<file path="config.mk">
export PLATFORM = sky130hd
export DESIGN_NAME = pwm_setpoint_ramp
export DESIGN_NICKNAME = d
export VERILOG_FILES = /design/src/rtl/pwm_setpoint_ramp.sv
export SDC_FILE = /design/constraint.sdc
export NUM_CORES = 1
export LEC_CHECK = 0
export CORE_AREA = 2 2 112 141
export CTS_CLUSTER_SIZE = 8
export DETAILED_ROUTE_END_ITERATION = 12
export DIE_AREA = 0 0 114 143
export GPL_ROUTABILITY_DRIVEN = 0
export PLACE_DENSITY = 0.78
export RECOVER_POWER = 25
export SLEW_MARGIN = 25
export SYNTH_ARGS = -nofsm -noshare
export SYNTH_HDL_FRONTEND = slang
export SYNTH_SLANG_ARGS = --single-unit
</file>
<file path="constraint.sdc">
create_clock -name clk -period 12 [get_ports clk]
set_clock_uncertainty 0.1 [all_clocks]
set_input_delay 1.8 -clock clk [delete_from_list [all_inputs] [get_ports clk]]
set_output_delay 1.8 -clock clk [all_outputs]
set_load 0.02 [all_outputs]
</file>
<file path="src/rtl/pwm_setpoint_ramp.sv">
// pwm_setpoint_ramp
// Assembles byte-wide register writes into a WIDTH-bit compare value and
// hands it to the PWM core only at period boundaries, either as a single
// jump or as a slew-limited ramp of at most `step` counts per period.
module pwm_setpoint_ramp #(
   parameter int unsigned            WIDTH        = 20,
   parameter int unsigned            REGBITS      = 3,
   parameter logic [WIDTH-1:0]       RESET_VALUE  = 20'hA0002,
   parameter logic [15:0]            STEP_DEFAULT = 16'h0010
) (
   input  logic               clk,
   input  logic               rst_n,
   input  logic [REGBITS-1:0] regAddr,
   input  logic [7:0]         regData,
   input  logic               regDataValid,
   input  logic               period_start,
   output logic [WIDTH-1:0]   cmp,
   output logic               busy,
   output logic               overrun
);

   typedef enum logic [1:0] {
      ST_IDLE    = 2'd0,
      ST_PENDING = 2'd1,
      ST_RAMP    = 2'd2
   } state_t;

   localparam logic [REGBITS-1:0] ADDR_SCR0   = REGBITS'(0);
   localparam logic [REGBITS-1:0] ADDR_SCR1   = REGBITS'(1);
   localparam logic [REGBITS-1:0] ADDR_SCR2   = REGBITS'(2);
   localparam logic [REGBITS-1:0] ADDR_COMMIT = REGBITS'(3);
   localparam logic [REGBITS-1:0] ADDR_STEP0  = REGBITS'(4);
   localparam logic [REGBITS-1:0] ADDR_STEP1  = REGBITS'(5);
   localparam logic [REGBITS-1:0] ADDR_CTRL   = REGBITS'(6);

   // One slew-limited move from cur toward tgt. The distance is formed in
   // WIDTH+1 bits and compared against step before any add/subtract, so the
   // result can never overshoot tgt or wrap past either end of the range.
   function automatic logic [WIDTH-1:0] ramp_step(
      input logic [WIDTH-1:0] cur,
      input logic [WIDTH-1:0] tgt,
      input logic [WIDTH-1:0] stp
   );
      logic [WIDTH:0]   diff;
      logic [WIDTH-1:0] res;
      if (tgt >= cur) begin
         diff = {1'b0, tgt} - {1'b0, cur};
         if (diff <= {1'b0, stp}) res = tgt;
         else                     res = cur + stp;
      end else begin
         diff = {1'b0, cur} - {1'b0, tgt};
         if (diff <= {1'b0, stp}) res = tgt;
         else                     res = cur - stp;
      end
      return res;
   endfunction

   state_t           state_q,   state_d;
   logic [WIDTH-1:0] cmp_q,     cmp_d;
   logic [WIDTH-1:0] scratch_q, scratch_d;
   logic [WIDTH-1:0] target_q,  target_d;
   logic [15:0]      step_q,    step_d;
   logic             ramp_en_q, ramp_en_d;
   logic             busy_q,    busy_d;
   logic             overrun_q, overrun_d;

   logic             commit_s;
   logic             ovr_clr_s;
   logic             ovr_set_s;
   logic             jump_s;
   logic [WIDTH-1:0] step_ext_s;
   logic [WIDTH-1:0] stepped_s;
   state_t           after_period_s;

   // Register-write decode: scratch bytes, step bytes, control, commit strobe.
   always_comb begin
      scratch_d = scratch_q;
      step_d    = step_q;
      ramp_en_d = ramp_en_q;
      commit_s  = 1'b0;
      ovr_clr_s = 1'b0;
      if (regDataValid) begin
         case (regAddr)
            ADDR_SCR0:   scratch_d[7:0]        = regData;
            ADDR_SCR1:   scratch_d[15:8]       = regData;
            ADDR_SCR2:   scratch_d[WIDTH-1:16] = regData[WIDTH-17:0];
            ADDR_COMMIT: commit_s              = 1'b1;
            ADDR_STEP0:  step_d[7:0]           = regData;
            ADDR_STEP1:  step_d[15:8]          = regData;
            ADDR_CTRL: begin
               ramp_en_d = regData[0];
               ovr_clr_s = regData[1];
            end
            default: scratch_d = scratch_q;
         endcase
      end else begin
         scratch_d = scratch_q;
      end
   end

   // Next-state / compare update. A period boundary always acts on the
   // pre-commit state; a commit in the same cycle is latched afterwards and
   // keeps the machine busy so the new target is not lost.
   always_comb begin
      state_d        = state_q;
      cmp_d          = cmp_q;
      target_d       = target_q;
      ovr_set_s      = 1'b0;
      after_period_s = state_q;
      step_ext_s     = {{(WIDTH-16){1'b0}}, step_q};
      stepped_s      = ramp_step(cmp_q, target_q, step_ext_s);
      jump_s         = (!ramp_en_q) || (step_q == 16'h0000);

      case (state_q)
         ST_IDLE: begin
            if (commit_s) state_d = ST_PENDING;
            else          state_d = ST_IDLE;
         end
         ST_PENDING, ST_RAMP: begin
            if (period_start) begin
               if (jump_s) begin
                  cmp_d          = target_q;
                  after_period_s = ST_IDLE;
               end else begin
                  cmp_d = stepped_s;
                  if (stepped_s == target_q) after_period_s = ST_IDLE;
                  else                       after_period_s = ST_RAMP;
               end
               if (commit_s && (after_period_s == ST_IDLE)) state_d = ST_PENDING;
               else                                          state_d = after_period_s;
            end else begin
               // An unapplied pending commit being replaced is the overrun case;
               // retargeting a ramp in flight is normal operation.
               if (commit_s && (state_q == ST_PENDING)) ovr_set_s = 1'b1;
               else                                      ovr_set_s = 1'b0;
               state_d = state_q;
            end
         end
         default: state_d = ST_IDLE;
      endcase

      if (commit_s) target_d = scratch_q;
      else          target_d = target_q;

      busy_d    = (state_d != ST_IDLE);
      overrun_d = ovr_set_s | (overrun_q & ~ovr_clr_s);
   end

   // All state and outputs registered; reset restores every value at once.
   always_ff @(posedge clk or negedge rst_n) begin
      if (!rst_n) begin
         state_q   <= ST_IDLE;
         cmp_q     <= RESET_VALUE;
         scratch_q <= RESET_VALUE;
         target_q  <= RESET_VALUE;
         step_q    <= STEP_DEFAULT;
         ramp_en_q <= 1'b0;
         busy_q    <= 1'b0;
         overrun_q <= 1'b0;
      end else begin
         state_q   <= state_d;
         cmp_q     <= cmp_d;
         scratch_q <= scratch_d;
         target_q  <= target_d;
         step_q    <= step_d;
         ramp_en_q <= ramp_en_d;
         busy_q    <= busy_d;
         overrun_q <= overrun_d;
      end
   end

   assign cmp     = cmp_q;
   assign busy    = busy_q;
   assign overrun = overrun_q;

endmodule
</file>
==> results of run 1 <==
area by class of cell:
class,count,area [µm²],area share
Clock buffer,11,233,0.0245
Multi-Input combinational cell,845,6210,0.655
Tap cell,182,228,0.0240
Sequential cell,81,2040,0.215
Timing Repair Buffer,41,392,0.0413
Inverter,86,323,0.0341
Clock inverter,5,57.6,0.00607
flip-flops by register name, indices dropped and copies added (netlist names):
signal and flops:
cmp 20, scratch_q 20, target_q 20, step_q 16, state_q 2, busy 1, overrun 1, ramp_en_q 1
synth_stat cells, types with 12 or more instances:
| cell type | number | area (µm²) |
|---|---|---|
| sky130_fd_sc_hd__a21o_1 | 19 | 143 |
| sky130_fd_sc_hd__a21oi_1 | 76 | 380 |
| sky130_fd_sc_hd__a221oi_1 | 12 | 105 |
| sky130_fd_sc_hd__and2_1 | 13 | 81.3 |
| sky130_fd_sc_hd__clkbuf_1 | 24 | 90.1 |
| sky130_fd_sc_hd__dfrtp_1 | 71 | 1780 |
| sky130_fd_sc_hd__ha_1 | 106 | 1330 |
| sky130_fd_sc_hd__inv_1 | 84 | 315 |
| sky130_fd_sc_hd__mux2_2 | 30 | 338 |
| sky130_fd_sc_hd__nand2_1 | 99 | 372 |
| sky130_fd_sc_hd__nand2b_1 | 13 | 81.3 |
| sky130_fd_sc_hd__nand3_1 | 13 | 65.1 |
| sky130_fd_sc_hd__nand4_1 | 16 | 100 |
| sky130_fd_sc_hd__nor2_1 | 67 | 251 |
| sky130_fd_sc_hd__nor2b_1 | 12 | 75.1 |
| sky130_fd_sc_hd__o21ai_0 | 87 | 435 |
| sky130_fd_sc_hd__o22ai_1 | 17 | 106 |
| sky130_fd_sc_hd__xnor2_1 | 44 | 385 |
| sky130_fd_sc_hd__xor2_1 | 17 | 149 |
kinds of logic after synthesis:
group	count (synthesis)	synth area share
AO/OA/AOI/OAI	348	0.269
XOR/XNOR	63	0.0656
adder cells (fa/ha/maj)	110	0.159
buffers and inverters	135	0.0678
flip-flops	81	0.231
multiplexers	31	0.0395
AND/OR/NAND/NOR	293	0.168
worst max-delay path by stage:
stage,startpoint,to,slack (ps),depth (start not counted)
floorplan,cmp[1],state_q[0],6350,24
global placement,cmp[4],state_q[0],5640,23
detailed placement,cmp[1],state_q[0],5420,23
CTS,cmp[1],state_q[0],5410,23
global route,cmp[1],state_q[0],4910,23
finish,cmp[1],state_q[0],5350,23
per-stage QoR:
step | std cells | cell area, µm² | hold slack [ps] | utilization | worst slack [ps]
3_5_place_dp | 1235 | 9190 | 368 | 0.617 | 5420
6_report | 1251 | 9480 | 374 | 0.637 | 5350
5_1_grt | 1251 | 9480 | 414 | 0.637 | 4910
4_1_cts | 1251 | 9480 | 381 | 0.637 | 5410
3_3_place_gp | 1235 | 9180 | 358 | 0.617 | 5640
2_1_floorplan | 1061 | 8840 | 346 | - | 6350
metal layers:
| metal | track usage | vias to the layer above |
|---|---|---|
| li1 | - | 3886 |
| met1 | 0.438 | 4089 |
| met3 | 0.0514 | 141 |
| met2 | 0.558 | 577 |
| met4 | 0.223 | 0 |
| met5 | 0 | - |
worst max-delay path, cell delays in order (launching register included):
cell and delay [ps]:
sky130_fd_sc_hd__dfstp_2 640, sky130_fd_sc_hd__inv_1 140, sky130_fd_sc_hd__ha_1 350, sky130_fd_sc_hd__nand2b_1 90, sky130_fd_sc_hd__a211oi_1 430, sky130_fd_sc_hd__o21ai_0 220, sky130_fd_sc_hd__nand2_1 140, sky130_fd_sc_hd__a21boi_0 160
sky130_fd_sc_hd__o21ai_0 340, sky130_fd_sc_hd__nand2_1 100, sky130_fd_sc_hd__nand2_1 90, sky130_fd_sc_hd__xor2_1 160, sky130_fd_sc_hd__ha_1 270, sky130_fd_sc_hd__a21oi_1 180, sky130_fd_sc_hd__o2111ai_1 140, sky130_fd_sc_hd__o211ai_1 240
sky130_fd_sc_hd__o2111ai_1 140, sky130_fd_sc_hd__or4_4 630, sky130_fd_sc_hd__nor2_4 190, sky130_fd_sc_hd__nand2b_1 450, sky130_fd_sc_hd__o2111ai_1 180, sky130_fd_sc_hd__or4b_1 550, sky130_fd_sc_hd__or4b_1 490, sky130_fd_sc_hd__a21oi_1 140
==> flow_summary.html, run 1 <==
<table>
<tr><th>Metric</th><th>Value</th></tr>
<tr><th colspan="2">Status</th></tr>
<tr><td>Outcome</td><td>complete, but fails checks</td></tr>
<tr><td>Violated checks</td><td>max-capacitance violations, max-slew violations</td></tr>
<tr><th colspan="2">Final layout</th></tr>
<tr><td>Fraction of layout instances using a drive strength above 1</td><td>0.0879</td></tr>
<tr><td>Area delta synth-&gt;final</td><td>7.28%</td></tr>
<tr><td>Fillers</td><td>between 1000 and 1500</td></tr>
<tr><td>Final #Nets</td><td>1189</td></tr>
<tr><td>Highest-count cells in the layout ignoring fill and taps</td><td>sky130_fd_sc_hd__ha_1 (106), sky130_fd_sc_hd__nand2_1 (99), sky130_fd_sc_hd__o21ai_0 (87)</td></tr>
<tr><td>Most frequent standard cell in the layout excluding fill and tap cells</td><td>sky130_fd_sc_hd__ha_1</td></tr>
<tr><td>Antenna Diode Count</td><td>0</td></tr>
<tr><th colspan="2">Timing</th></tr>
<tr><td>Worst slew margin</td><td>-1.83</td></tr>
<tr><td>Highest clock rate</td><td>0.150 GHz</td></tr>
<tr><td>Pins over their slew limit</td><td>about 80</td></tr>
<tr><td>Min cycle time layout</td><td>6650 ps</td></tr>
<tr><td>Hold Violations, Final</td><td>0</td></tr>
<tr><td>Setup_tns</td><td>0 ps</td></tr>
<tr><td>Slew of the pin with the lowest slew margin</td><td>4250 ps</td></tr>
<tr><td>Final worst path period share</td><td>0.554</td></tr>
<tr><td>Final setup viols</td><td>0</td></tr>
<tr><td>Setup repair after global routing missed its margin</td><td>false</td></tr>
<tr><th colspan="2">GRT</th></tr>
<tr><td>Largest net degree at the start of global routing</td><td>82</td></tr>
<tr><td>Final global-route overflow total</td><td>0</td></tr>
<tr><td>Wire length of the first global-routing pass</td><td>about 44 mm</td></tr>
<tr><td>Antenna violations before repair</td><td>0</td></tr>
<tr><td>Vias in the first global route</td><td>between 8000 and 9000</td></tr>
<tr><td>Total Routing Usage GR</td><td>0.348</td></tr>
<tr><th colspan="2">Floorplan</th></tr>
<tr><td>Die outline area</td><td>16300 µm²</td></tr>
<tr><td>Core footprint</td><td>roughly 15000 µm²</td></tr>
<tr><td>I/O pins</td><td>37</td></tr>
<tr><td>Die height</td><td>between 100 and 150 µm</td></tr>
<tr><td>Initial Util</td><td>0.594</td></tr>
<tr><td>Horizontal extent of the die</td><td>about 110 µm</td></tr>
<tr><td>Number of cell rows</td><td>50</td></tr>
<tr><th colspan="2">Route</th></tr>
<tr><td>Residual DRC count</td><td>0</td></tr>
<tr><td>Routed metal-1 wirelength</td><td>approximately 11 mm</td></tr>
<tr><td>Routed wire length on met3</td><td>between 2 and 3 mm</td></tr>
<tr><td>Total length of routed wires</td><td>approximately 28 mm</td></tr>
<tr><td>Average wire length per cell after detail routing</td><td>22.3 µm</td></tr>
<tr><td>Ratio of routed vias to standard cells</td><td>6.95</td></tr>
<tr><td>Drt first pass iters</td><td>6</td></tr>
<tr><td>Highest Signal Layer</td><td>met4</td></tr>
<tr><td>Antenna viol nets, final</td><td>0</td></tr>
<tr><td>DR iter-0 viols</td><td>~1200</td></tr>
<tr><td>Length of routed met2 wiring</td><td>around 13 mm</td></tr>
<tr><td>Via total after detailed routing</td><td>about 8700</td></tr>
<tr><th colspan="2">Logic synthesis</th></tr>
<tr><td>Post-synthesis sequential area ratio</td><td>0.231</td></tr>
<tr><td>Share of flip-flops with an asynchronous set or reset after synthesis</td><td>1.00</td></tr>
<tr><td>Mean post-synth cell area</td><td>about 8.3 µm²</td></tr>
<tr><td>Number of synthesized flops with an enable pin</td><td>0</td></tr>
<tr><td>Main synth FF type</td><td>sky130_fd_sc_hd__dfrtp_1</td></tr>
<tr><td>Yosys reg bits</td><td>81</td></tr>
<tr><td>Total nets after synthesis</td><td>about 1200</td></tr>
<tr><td>Post-Syn Area</td><td>8840 µm²</td></tr>
<tr><td>Number of standard cells after synthesis</td><td>~1100</td></tr>
<tr><td>Number of different library cells in the post-synthesis netlist</td><td>90</td></tr>
<tr><td>Synth warn</td><td>0</td></tr>
<tr><th colspan="2">Clocking</th></tr>
<tr><td>Buffer type at the clock tree root</td><td>sky130_fd_sc_hd__clkbuf_16</td></tr>
<tr><td>Clock Pin Slew Worst Setup and Hold Paths</td><td>approximately 70 ps</td></tr>
<tr><td>H-tree levels</td><td>3</td></tr>
<tr><td>Number of buffers added by the clock tree synthesis step</td><td>9</td></tr>
<tr><td># resized after CTS</td><td>0</td></tr>
<tr><td>Clock tree from TritonCTS</td><td>yes</td></tr>
<tr><td>Cts-stage hold buffer count</td><td>0</td></tr>
<tr><td>CTS sink count</td><td>81</td></tr>
<tr><td>Worst-skew pair later-pin latency</td><td>between 300 and 400 ps</td></tr>
<tr><td>Max clock buf depth</td><td>2</td></tr>
<tr><td>Post-CTS Setup Bufs</td><td>0</td></tr>
<tr><th colspan="2">Min path</th></tr>
<tr><td>Worst Hold Class</td><td>flop to flop</td></tr>
<tr><td>Hold wc startpoint</td><td>scratch_q[3]</td></tr>
<tr><td>Worst hold endpoint</td><td>target_q[3]</td></tr>
<tr><td>Count of cells along the worst hold path</td><td>2</td></tr>
<tr><th colspan="2">Setup path</th></tr>
<tr><td>Startpoint type of the worst setup path</td><td>flop</td></tr>
<tr><td>Number of cell instances on the worst register-to-register path</td><td>23</td></tr>
<tr><td>CP max FO</td><td>11</td></tr>
<tr><td>Setup slack on the worst flop-to-flop path</td><td>around 5400 ps</td></tr>
<tr><td>Startpoint of the worst register-to-register path</td><td>cmp[1]</td></tr>
<tr><td>Type of the worst setup path</td><td>flop to flop</td></tr>
<tr><td>Reg-to-reg critical path endpoint</td><td>state_q[0]</td></tr>
<tr><td>Data arrival, critical path</td><td>between 6000 and 7000 ps</td></tr>
<tr><td>Element type at the critical path end</td><td>flop</td></tr>
<tr><td>Required time at the endpoint of the critical path</td><td>approximately 12000 ps</td></tr>
<tr><th colspan="2">Placed design</th></tr>
<tr><td>HPWL after detailed placement</td><td>between 20 and 25 mm</td></tr>
<tr><td>Input/output buffers</td><td>36</td></tr>
<tr><th colspan="2">Job</th></tr>
<tr><td>Max-cap check violation count</td><td>1</td></tr>
</table>
Power of run 1 is left out: the tool's default activity adds up to more than one toggle a clock period on the data nets, which glitch-free logic cannot reach.
==> run 2: changes to the inputs <==
--- a/config.mk
+++ b/config.mk
@@ -5,12 +5,12 @@
 export SDC_FILE = /design/constraint.sdc
 export NUM_CORES = 1
 export LEC_CHECK = 0
-export CORE_AREA = 2 2 112 141
+export CORE_AREA = 2 2 115 145
 export CTS_CLUSTER_SIZE = 8
 export DETAILED_ROUTE_END_ITERATION = 12
-export DIE_AREA = 0 0 114 143
+export DIE_AREA = 0 0 117 147
 export GPL_ROUTABILITY_DRIVEN = 0
-export PLACE_DENSITY = 0.78
+export PLACE_DENSITY = 0.77
 export RECOVER_POWER = 25
 export SLEW_MARGIN = 25
 export SYNTH_ARGS = -nofsm -noshare
==> constraint.sdc (replaced) <==
create_clock -name clk -period 5.9 [get_ports clk]
set_clock_uncertainty 0.1 [all_clocks]
set_input_delay 0.885 -clock clk [delete_from_list [all_inputs] [get_ports clk]]
set_output_delay 0.885 -clock clk [all_outputs]
set_load 0.02 [all_outputs]
==> run 2 against run 1 <==
  * The flow still finishes with violations (max-capacitance violations, max-slew violations)
  * First-iteration DRC count decreased by 14%
  * Critical path depth decreased by 2
  * Setup slack got worse by 5200 ps
  * Fmax increased by 16%
  * Final cell count increased by 7.0%
  * Worst hold slack about the same
  * Clock-buffer cell count decreased by 1
  * Global-route usage decreased by 0.59 points
  * Non-clock buffer count increased by 54
  * Die area increased by 5.5%
==> flow_summary.html, run 2 (same netlist as run 1, synthesis figures left out) <==
<table>
<tr><th>Metric</th><th>Value</th></tr>
<tr><th colspan="2">Min path</th></tr>
<tr><td>Worst Hold Class</td><td>flop to flop</td></tr>
<tr><th colspan="2">Placed design</th></tr>
<tr><td>Placed instance area</td><td>9620 µm² (+4.7%)</td></tr>
<tr><td>Input/output buffers</td><td>36 (unchanged)</td></tr>
<tr><td>Worst setup slack before clock tree synthesis</td><td>52.0 ps (-5370 ps)</td></tr>
<tr><td>HPWL after detailed placement</td><td>22.8 mm (+3.7%)</td></tr>
<tr><th colspan="2">Job</th></tr>
<tr><td>Max-cap check violation count</td><td>1 (unchanged)</td></tr>
<tr><th colspan="2">Clocking</th></tr>
<tr><td>Worst-skew pair later-pin latency</td><td>350 ps (about the same)</td></tr>
<tr><td>H-tree levels</td><td>3 (unchanged)</td></tr>
<tr><td>Number of buffers added by the clock tree synthesis step</td><td>9 (unchanged)</td></tr>
<tr><td>CTS sink count</td><td>81 (unchanged)</td></tr>
<tr><td>Clock tree from TritonCTS</td><td>yes</td></tr>
<tr><td>Clock Pin Slew Worst Setup and Hold Paths</td><td>80 ps (about the same)</td></tr>
<tr><td>Max clock buf depth</td><td>2 (unchanged)</td></tr>
<tr><td>Buffer type at the clock tree root</td><td>sky130_fd_sc_hd__clkbuf_16</td></tr>
<tr><th colspan="2">GRT</th></tr>
<tr><td>Met2 Resource Use GR</td><td>0.545 (-0.0129)</td></tr>
<tr><td>Fraction of met3 tracks used by global routing</td><td>0.0619 (+0.0105)</td></tr>
<tr><td>Final global-route overflow total</td><td>0 (unchanged)</td></tr>
<tr><td>Global-route layer with the greatest usage</td><td>met2</td></tr>
<tr><td>Vias in the first global route</td><td>8628 (+4.5%)</td></tr>
<tr><td>Antenna violations before repair</td><td>0 (unchanged)</td></tr>
<tr><td>Met1 Use GR</td><td>0.425 (-0.0126)</td></tr>
<tr><td>Largest net degree at the start of global routing</td><td>58 (-29%)</td></tr>
<tr><td>Total Routing Usage GR</td><td>0.342 (-0.00590)</td></tr>
<tr><td>Wire length of the first global-routing pass</td><td>45.2 mm (+3.1%)</td></tr>
<tr><th colspan="2">Floorplan</th></tr>
<tr><td>I/O pins</td><td>37 (unchanged)</td></tr>
<tr><td>Initial Util</td><td>0.554 (-0.0391)</td></tr>
<tr><td>Number of cell rows</td><td>52 (+4.0%)</td></tr>
<tr><td>Die height</td><td>147 µm (+2.8%)</td></tr>
<tr><td>Die outline area</td><td>17200 µm² (+5.5%)</td></tr>
<tr><td>Horizontal extent of the die</td><td>117 µm (+2.6%)</td></tr>
<tr><td>Core footprint</td><td>15900 µm² (+7.1%)</td></tr>
<tr><th colspan="2">Route</th></tr>
<tr><td>Total length of routed wires</td><td>29.2 mm (+4.8%)</td></tr>
<tr><td>Via total after detailed routing</td><td>8888 (+2.2%)</td></tr>
<tr><td>Average wire length per cell after detail routing</td><td>21.8 µm (-2.1%)</td></tr>
<tr><td>DR iter-0 viols</td><td>1024 (-14%)</td></tr>
<tr><td>Ratio of routed vias to standard cells</td><td>6.64 (-4.5%)</td></tr>
<tr><td>Drt first pass iters</td><td>6 (unchanged)</td></tr>
<tr><td>Antenna viol nets, final</td><td>0 (unchanged)</td></tr>
<tr><td>Residual DRC count</td><td>0 (unchanged)</td></tr>
<tr><th colspan="2">Final layout</th></tr>
<tr><td>Final #Nets</td><td>1243 (+4.5%)</td></tr>
<tr><td>Fraction of layout instances using a drive strength above 1</td><td>0.147 (+0.0590)</td></tr>
<tr><td>Area delta synth-&gt;final</td><td>13.3%</td></tr>
<tr><td>Antenna Diode Count</td><td>0 (unchanged)</td></tr>
<tr><td>Final Cell Area</td><td>10000 µm² (+5.6%)</td></tr>
<tr><td>Highest-count cells in the layout ignoring fill and taps</td><td>sky130_fd_sc_hd__ha_1 (103), sky130_fd_sc_hd__nand2_1 (99), sky130_fd_sc_hd__inv_1 (84)</td></tr>
<tr><td>Register Area</td><td>2040 µm² (about the same)</td></tr>
<tr><td>Most frequent standard cell in the layout excluding fill and tap cells</td><td>sky130_fd_sc_hd__ha_1</td></tr>
<tr><td>Area occupied by multi-input gates</td><td>6270 µm² (+1.0%)</td></tr>
<tr><td>Fillers</td><td>1355 (+8.0%)</td></tr>
<tr><th colspan="2">Timing</th></tr>
<tr><td>Min cycle time layout</td><td>5710 ps (-938 ps)</td></tr>
<tr><td>Final worst path period share</td><td>0.968 (+0.414)</td></tr>
<tr><td>Pins over their slew limit</td><td>58 (-29%)</td></tr>
<tr><td>Hold WS</td><td>374 ps (-0.0430 ps)</td></tr>
<tr><td>Final setup viols</td><td>0 (unchanged)</td></tr>
<tr><td>Worst slew margin</td><td>-1.07 (+0.764)</td></tr>
<tr><td>Hold Violations, Final</td><td>0 (unchanged)</td></tr>
<tr><td>Slew of the pin with the lowest slew margin</td><td>3100 ps (-1150 ps)</td></tr>
<tr><td>Setup_tns</td><td>0 ps (unchanged)</td></tr>
<tr><td>Highest clock rate</td><td>0.175 GHz (+16%)</td></tr>
<tr><td>Final WS setup</td><td>188 ps (-5160 ps)</td></tr>
<tr><th colspan="2">Setup path</th></tr>
<tr><td>Data arrival, critical path</td><td>5880 ps (-940 ps)</td></tr>
<tr><td>Startpoint type of the worst setup path</td><td>flop</td></tr>
<tr><td>Element type at the critical path end</td><td>flop</td></tr>
<tr><td>Type of the worst setup path</td><td>flop to flop</td></tr>
<tr><td>CP max FO</td><td>4 (-7)</td></tr>
<tr><td>Required time at the endpoint of the critical path</td><td>6070 ps (-6100 ps)</td></tr>
<tr><th colspan="2">Status</th></tr>
<tr><td>Outcome</td><td>complete, but fails checks</td></tr>
<tr><td>Violated checks</td><td>max-capacitance violations, max-slew violations</td></tr>
</table>
## run 2: changes by cell type in the layout (fill, tap and decap cells not counted), sizes merged
cell      previous run  this run
buf                  5        58
clkinv               4         0
inv                 86        89
clkinvlp             0         2
## run 2: metrics by stage
stage / cells / util
2_1_floorplan: 1061 / -
3_3_place_gp: 1321 / 0.603
3_5_place_dp: 1321 / 0.604
4_1_cts: 1337 / 0.623
5_1_grt: 1339 / 0.628
6_report: 1339 / 0.628
## run 2: path summary, 6_finish.rpt
path                                     from      endpoint  slack, ps  cells past startpoint
worst max-delay path                   cmp[1]    state_q[0]        190                     21
worst min-delay path            scratch_q[11]  target_q[11]        370                      2
worst max register to register         cmp[1]    state_q[0]        190                     21
worst min register to register  scratch_q[11]  target_q[11]        370                      2
max in group asynchronous               rst_n        cmp[9]       1180                      2
min in group asynchronous               rst_n       cmp[15]        720                      1
## run 2: critical path, stage by stage (launching register included)
cell	delay (ps)
sky130_fd_sc_hd__dfstp_2	540
sky130_fd_sc_hd__inv_1	120
sky130_fd_sc_hd__fa_2	420
sky130_fd_sc_hd__a21o_1	210
sky130_fd_sc_hd__a221o_2	410
sky130_fd_sc_hd__a21oi_1	180
sky130_fd_sc_hd__nor2b_1	60
sky130_fd_sc_hd__nor2_1	110
sky130_fd_sc_hd__xnor2_1	90
sky130_fd_sc_hd__ha_1	330
sky130_fd_sc_hd__nand4_1	140
sky130_fd_sc_hd__or4_4	550
sky130_fd_sc_hd__o21ai_0	120
sky130_fd_sc_hd__o32a_1	220
sky130_fd_sc_hd__o2111ai_1	130
sky130_fd_sc_hd__buf_4	200
sky130_fd_sc_hd__o2111ai_1	170
sky130_fd_sc_hd__nand3_1	160
sky130_fd_sc_hd__o2bb2ai_1	170
sky130_fd_sc_hd__or4_4	550
sky130_fd_sc_hd__or4b_1	510
sky130_fd_sc_hd__a21oi_1	140
## run 2: layout make-up
type,count,share of cell area
clock buffers,10,0.0239
clock inverters,6,0.00737
inverters,86,0.0322
multi-input cells,845,0.627
flip-flops and latches,81,0.204
well taps,216,0.0270
repair buffers,95,0.0792
## run 2: metal layers
layer,vias up,part of all wire
met1,4170,0.37
met5,-,0
met4,0,0.074
met2,597,0.46
met3,146,0.097
li1,3975,-
## run 2: timing repair
action | CTS | global route
buffers inserted | 0 | 2
gates resized for setup | 0 | 21
hold buffers | 0 | 0
setup endpoints to repair | 0 | 3
endpoints found under the hold margin | 0 | 0
Power of run 2 is left out for the same reason.
==> run 3: changes to the inputs <==
--- a/config.mk
+++ b/config.mk
@@ -12,7 +12,6 @@
 export GPL_ROUTABILITY_DRIVEN = 0
 export PLACE_DENSITY = 0.77
 export RECOVER_POWER = 25
-export SLEW_MARGIN = 25
 export SYNTH_ARGS = -nofsm -noshare
 export SYNTH_HDL_FRONTEND = slang
 export SYNTH_SLANG_ARGS = --single-unit
==> run 3 against run 2 <==
  * Sequential share of layout area is 0.11 points lower
  * Final cell count is 0.30% higher
  * Die area stayed put
  * Wire length is 0.14% lower
  * Register-to-register slack worse by 60 ps
  * The flow still finishes with violations (max-capacitance violations, max-slew violations)
  * Sequential cell count stayed put
  * Cell area is 0.60% higher
  * First-iteration DRC count is 0.88% higher
  * Critical endpoint unchanged
  * Setup slack worse by 64 ps
==> flow_summary.html, run 3 (same netlist as run 1, synthesis figures left out) <==
<table>
<tr><th>Metric</th><th>Value</th></tr>
<tr><th colspan="2">Route</th></tr>
<tr><td>Average wire length per cell after detail routing</td><td>21.7 µm (-0.44%)</td></tr>
<tr><td>DR iter-0 viols</td><td>1033 (+0.88%)</td></tr>
<tr><td>Residual DRC count</td><td>0 (unchanged)</td></tr>
<tr><td>Via total after detailed routing</td><td>8819 (-0.78%)</td></tr>
<tr><td>Total length of routed wires</td><td>29.2 mm (-0.14%)</td></tr>
<tr><td>Drt first pass iters</td><td>7 (+1)</td></tr>
<tr><td>Ratio of routed vias to standard cells</td><td>6.57 (-1.1%)</td></tr>
<tr><td>Antenna viol nets, final</td><td>0 (unchanged)</td></tr>
<tr><th colspan="2">Floorplan</th></tr>
<tr><td>Core footprint</td><td>15900 µm² (unchanged)</td></tr>
<tr><td>Horizontal extent of the die</td><td>117 µm (unchanged)</td></tr>
<tr><td>Die height</td><td>147 µm (unchanged)</td></tr>
<tr><td>Die outline area</td><td>17200 µm² (unchanged)</td></tr>
<tr><td>I/O pins</td><td>37 (unchanged)</td></tr>
<tr><td>Initial Util</td><td>0.554 (unchanged)</td></tr>
<tr><td>Number of cell rows</td><td>52 (unchanged)</td></tr>
<tr><th colspan="2">Placed design</th></tr>
<tr><td>HPWL after detailed placement</td><td>22.8 mm (-0.19%)</td></tr>
<tr><td>Input/output buffers</td><td>36 (unchanged)</td></tr>
<tr><th colspan="2">Min path</th></tr>
<tr><td>Count of cells along the worst hold path</td><td>2 (unchanged)</td></tr>
<tr><td>Worst Hold Class</td><td>flop to flop</td></tr>
<tr><td>Worst hold endpoint</td><td>target_q[11]</td></tr>
<tr><td>Hold wc startpoint</td><td>scratch_q[11]</td></tr>
<tr><th colspan="2">Timing</th></tr>
<tr><td>Hold Violations, Final</td><td>0 (unchanged)</td></tr>
<tr><td>Pins over their slew limit</td><td>58 (unchanged)</td></tr>
<tr><td>Worst slew margin</td><td>-1.04 (+0.0292)</td></tr>
<tr><td>Final setup viols</td><td>0 (unchanged)</td></tr>
<tr><td>Slew of the pin with the lowest slew margin</td><td>3060 ps (-43.8 ps)</td></tr>
<tr><td>Min cycle time layout</td><td>5780 ps (+64.3 ps)</td></tr>
<tr><td>Final worst path period share</td><td>0.979 (+0.0109)</td></tr>
<tr><td>Highest clock rate</td><td>0.173 GHz (-1.1%)</td></tr>
<tr><th colspan="2">Job</th></tr>
<tr><td>Max-cap check violation count</td><td>1 (unchanged)</td></tr>
<tr><th colspan="2">Final layout</th></tr>
<tr><td>Utilization after layout</td><td>0.632 (+0.00377)</td></tr>
<tr><td>Fraction of layout instances using a drive strength above 1</td><td>0.154 (+0.00658)</td></tr>
<tr><td>Fillers</td><td>1349 (-0.44%)</td></tr>
<tr><td>Antenna Diode Count</td><td>0 (unchanged)</td></tr>
<tr><td>Final #Nets</td><td>1247 (+0.32%)</td></tr>
<tr><td>Most frequent standard cell in the layout excluding fill and tap cells</td><td>sky130_fd_sc_hd__ha_1</td></tr>
<tr><td>Highest-count cells in the layout ignoring fill and taps</td><td>sky130_fd_sc_hd__ha_1 (103), sky130_fd_sc_hd__nand2_1 (99), sky130_fd_sc_hd__inv_1 (84), sky130_fd_sc_hd__o21ai_0 (84), sky130_fd_sc_hd__a21oi_1 (72)</td></tr>
<tr><td>Area delta synth-&gt;final</td><td>14.0%</td></tr>
<tr><th colspan="2">Setup path</th></tr>
<tr><td>Data arrival, critical path</td><td>5950 ps (+70 ps)</td></tr>
<tr><td>Setup slack on the worst flop-to-flop path</td><td>120 ps (-60 ps)</td></tr>
<tr><td>Required time at the endpoint of the critical path</td><td>6070 ps (about the same)</td></tr>
<tr><td>Number of cell instances on the worst register-to-register path</td><td>23 (+9.5%)</td></tr>
<tr><td>Beginning of the critical path</td><td>cmp[1]</td></tr>
<tr><td>CP max FO</td><td>7 (+3)</td></tr>
<tr><td>Element type at the critical path end</td><td>flop</td></tr>
<tr><td>Startpoint type of the worst setup path</td><td>flop</td></tr>
<tr><td>Startpoint of the worst register-to-register path</td><td>cmp[1]</td></tr>
<tr><td>Reg-to-reg critical path endpoint</td><td>state_q[0]</td></tr>
<tr><td>Type of the worst setup path</td><td>flop to flop</td></tr>
<tr><th colspan="2">Clocking</th></tr>
<tr><td>H-tree levels</td><td>3 (unchanged)</td></tr>
<tr><td>Clock Pin Slew Worst Setup and Hold Paths</td><td>80 ps (about the same)</td></tr>
<tr><td>CTS sink count</td><td>81 (unchanged)</td></tr>
<tr><td>Clock tree from TritonCTS</td><td>yes</td></tr>
<tr><td>Max clock buf depth</td><td>2 (unchanged)</td></tr>
<tr><td>Number of buffers added by the clock tree synthesis step</td><td>9 (unchanged)</td></tr>
<tr><td>Buffer type at the clock tree root</td><td>sky130_fd_sc_hd__clkbuf_16</td></tr>
<tr><td>Worst-skew pair later-pin latency</td><td>360 ps (about the same)</td></tr>
<tr><th colspan="2">GRT</th></tr>
<tr><td>Vias in the first global route</td><td>8611 (-0.20%)</td></tr>
<tr><td>Wire length of the first global-routing pass</td><td>44.8 mm (-1.0%)</td></tr>
<tr><td>Antenna violations before repair</td><td>0 (unchanged)</td></tr>
<tr><td>Largest net degree at the start of global routing</td><td>58 (unchanged)</td></tr>
<tr><td>Total Routing Usage GR</td><td>0.340 (-0.00214)</td></tr>
<tr><td>Final global-route overflow total</td><td>0 (unchanged)</td></tr>
<tr><th colspan="2">Status</th></tr>
<tr><td>Violated checks</td><td>max-capacitance violations, max-slew violations</td></tr>
<tr><td>Outcome</td><td>complete, but fails checks</td></tr>
</table>
[run 3: stage by stage]
stage	hold slack, ps	TNS [ps]	instances	setup WS [ps]	instance area (µm²)
floorplan	346	0	1061	247	8840
global placement	356	0	1321	191	9620
detailed placement	370	0	1321	19.8	9620
CTS	328	0	1337	15.8	9930
global route	407	-59.9	1343	-59.9	10100
finish	379	0	1343	124	10100
[run 3: worst max-delay path, stage by stage (launching register included)]
cell,delay [ps]
sky130_fd_sc_hd__dfstp_2,540
sky130_fd_sc_hd__inv_1,120
sky130_fd_sc_hd__fa_2,420
sky130_fd_sc_hd__a21o_1,210
sky130_fd_sc_hd__a221o_2,400
sky130_fd_sc_hd__a21oi_4,210
sky130_fd_sc_hd__buf_4,140
sky130_fd_sc_hd__xnor2_1,60
sky130_fd_sc_hd__ha_1,300
sky130_fd_sc_hd__nand4_1,140
sky130_fd_sc_hd__buf_4,180
sky130_fd_sc_hd__nor3_2,160
sky130_fd_sc_hd__a211oi_1,100
sky130_fd_sc_hd__buf_4,150
sky130_fd_sc_hd__o32a_1,170
sky130_fd_sc_hd__o2111a_1,150
sky130_fd_sc_hd__buf_4,170
sky130_fd_sc_hd__a221oi_1,400
sky130_fd_sc_hd__nor2_1,130
sky130_fd_sc_hd__buf_4,160
sky130_fd_sc_hd__a222oi_1,380
sky130_fd_sc_hd__a31oi_2,200
sky130_fd_sc_hd__or4b_1,550
sky130_fd_sc_hd__a21oi_1,150
[run 3: final cells by class]
class,count,area (µm²),area share
Tap cell,216,270,0.0268
Clock inverter,6,73.8,0.00733
Clock buffer,10,239,0.0237
Multi-Input combinational cell,845,6300,0.626
Inverter,86,323,0.0320
Sequential cell,81,2040,0.203
Timing Repair Buffer,99,823,0.0817
[run 3: repair_timing]
item	in CTS	in global routing
buffers inserted	0	6
hold buffers	0	0
resized for setup	0	28
endpoints found under the setup margin	0	3
[run 3: per-layer routing]
layer  global-route usage  vias to the layer above  routed length [µm]
li1                     -                     3989                   -
met1                0.416                     4134               11000
met2                0.549                      550               13500
met3               0.0738                      146                2620
met4                0.192                        0                2080
met5                    0                        -                   0
[run 3: worst max-delay path by stage]
stage / endpoint / slack, ps
final: state_q[0] / 120
after global routing: state_q[0] / -60
after CTS: state_q[0] / 20
after detailed placement: state_q[0] / 20
after global placement: state_q[0] / 190
after floorplan: state_q[0] / 250
Power of run 3 is left out for the same reason.
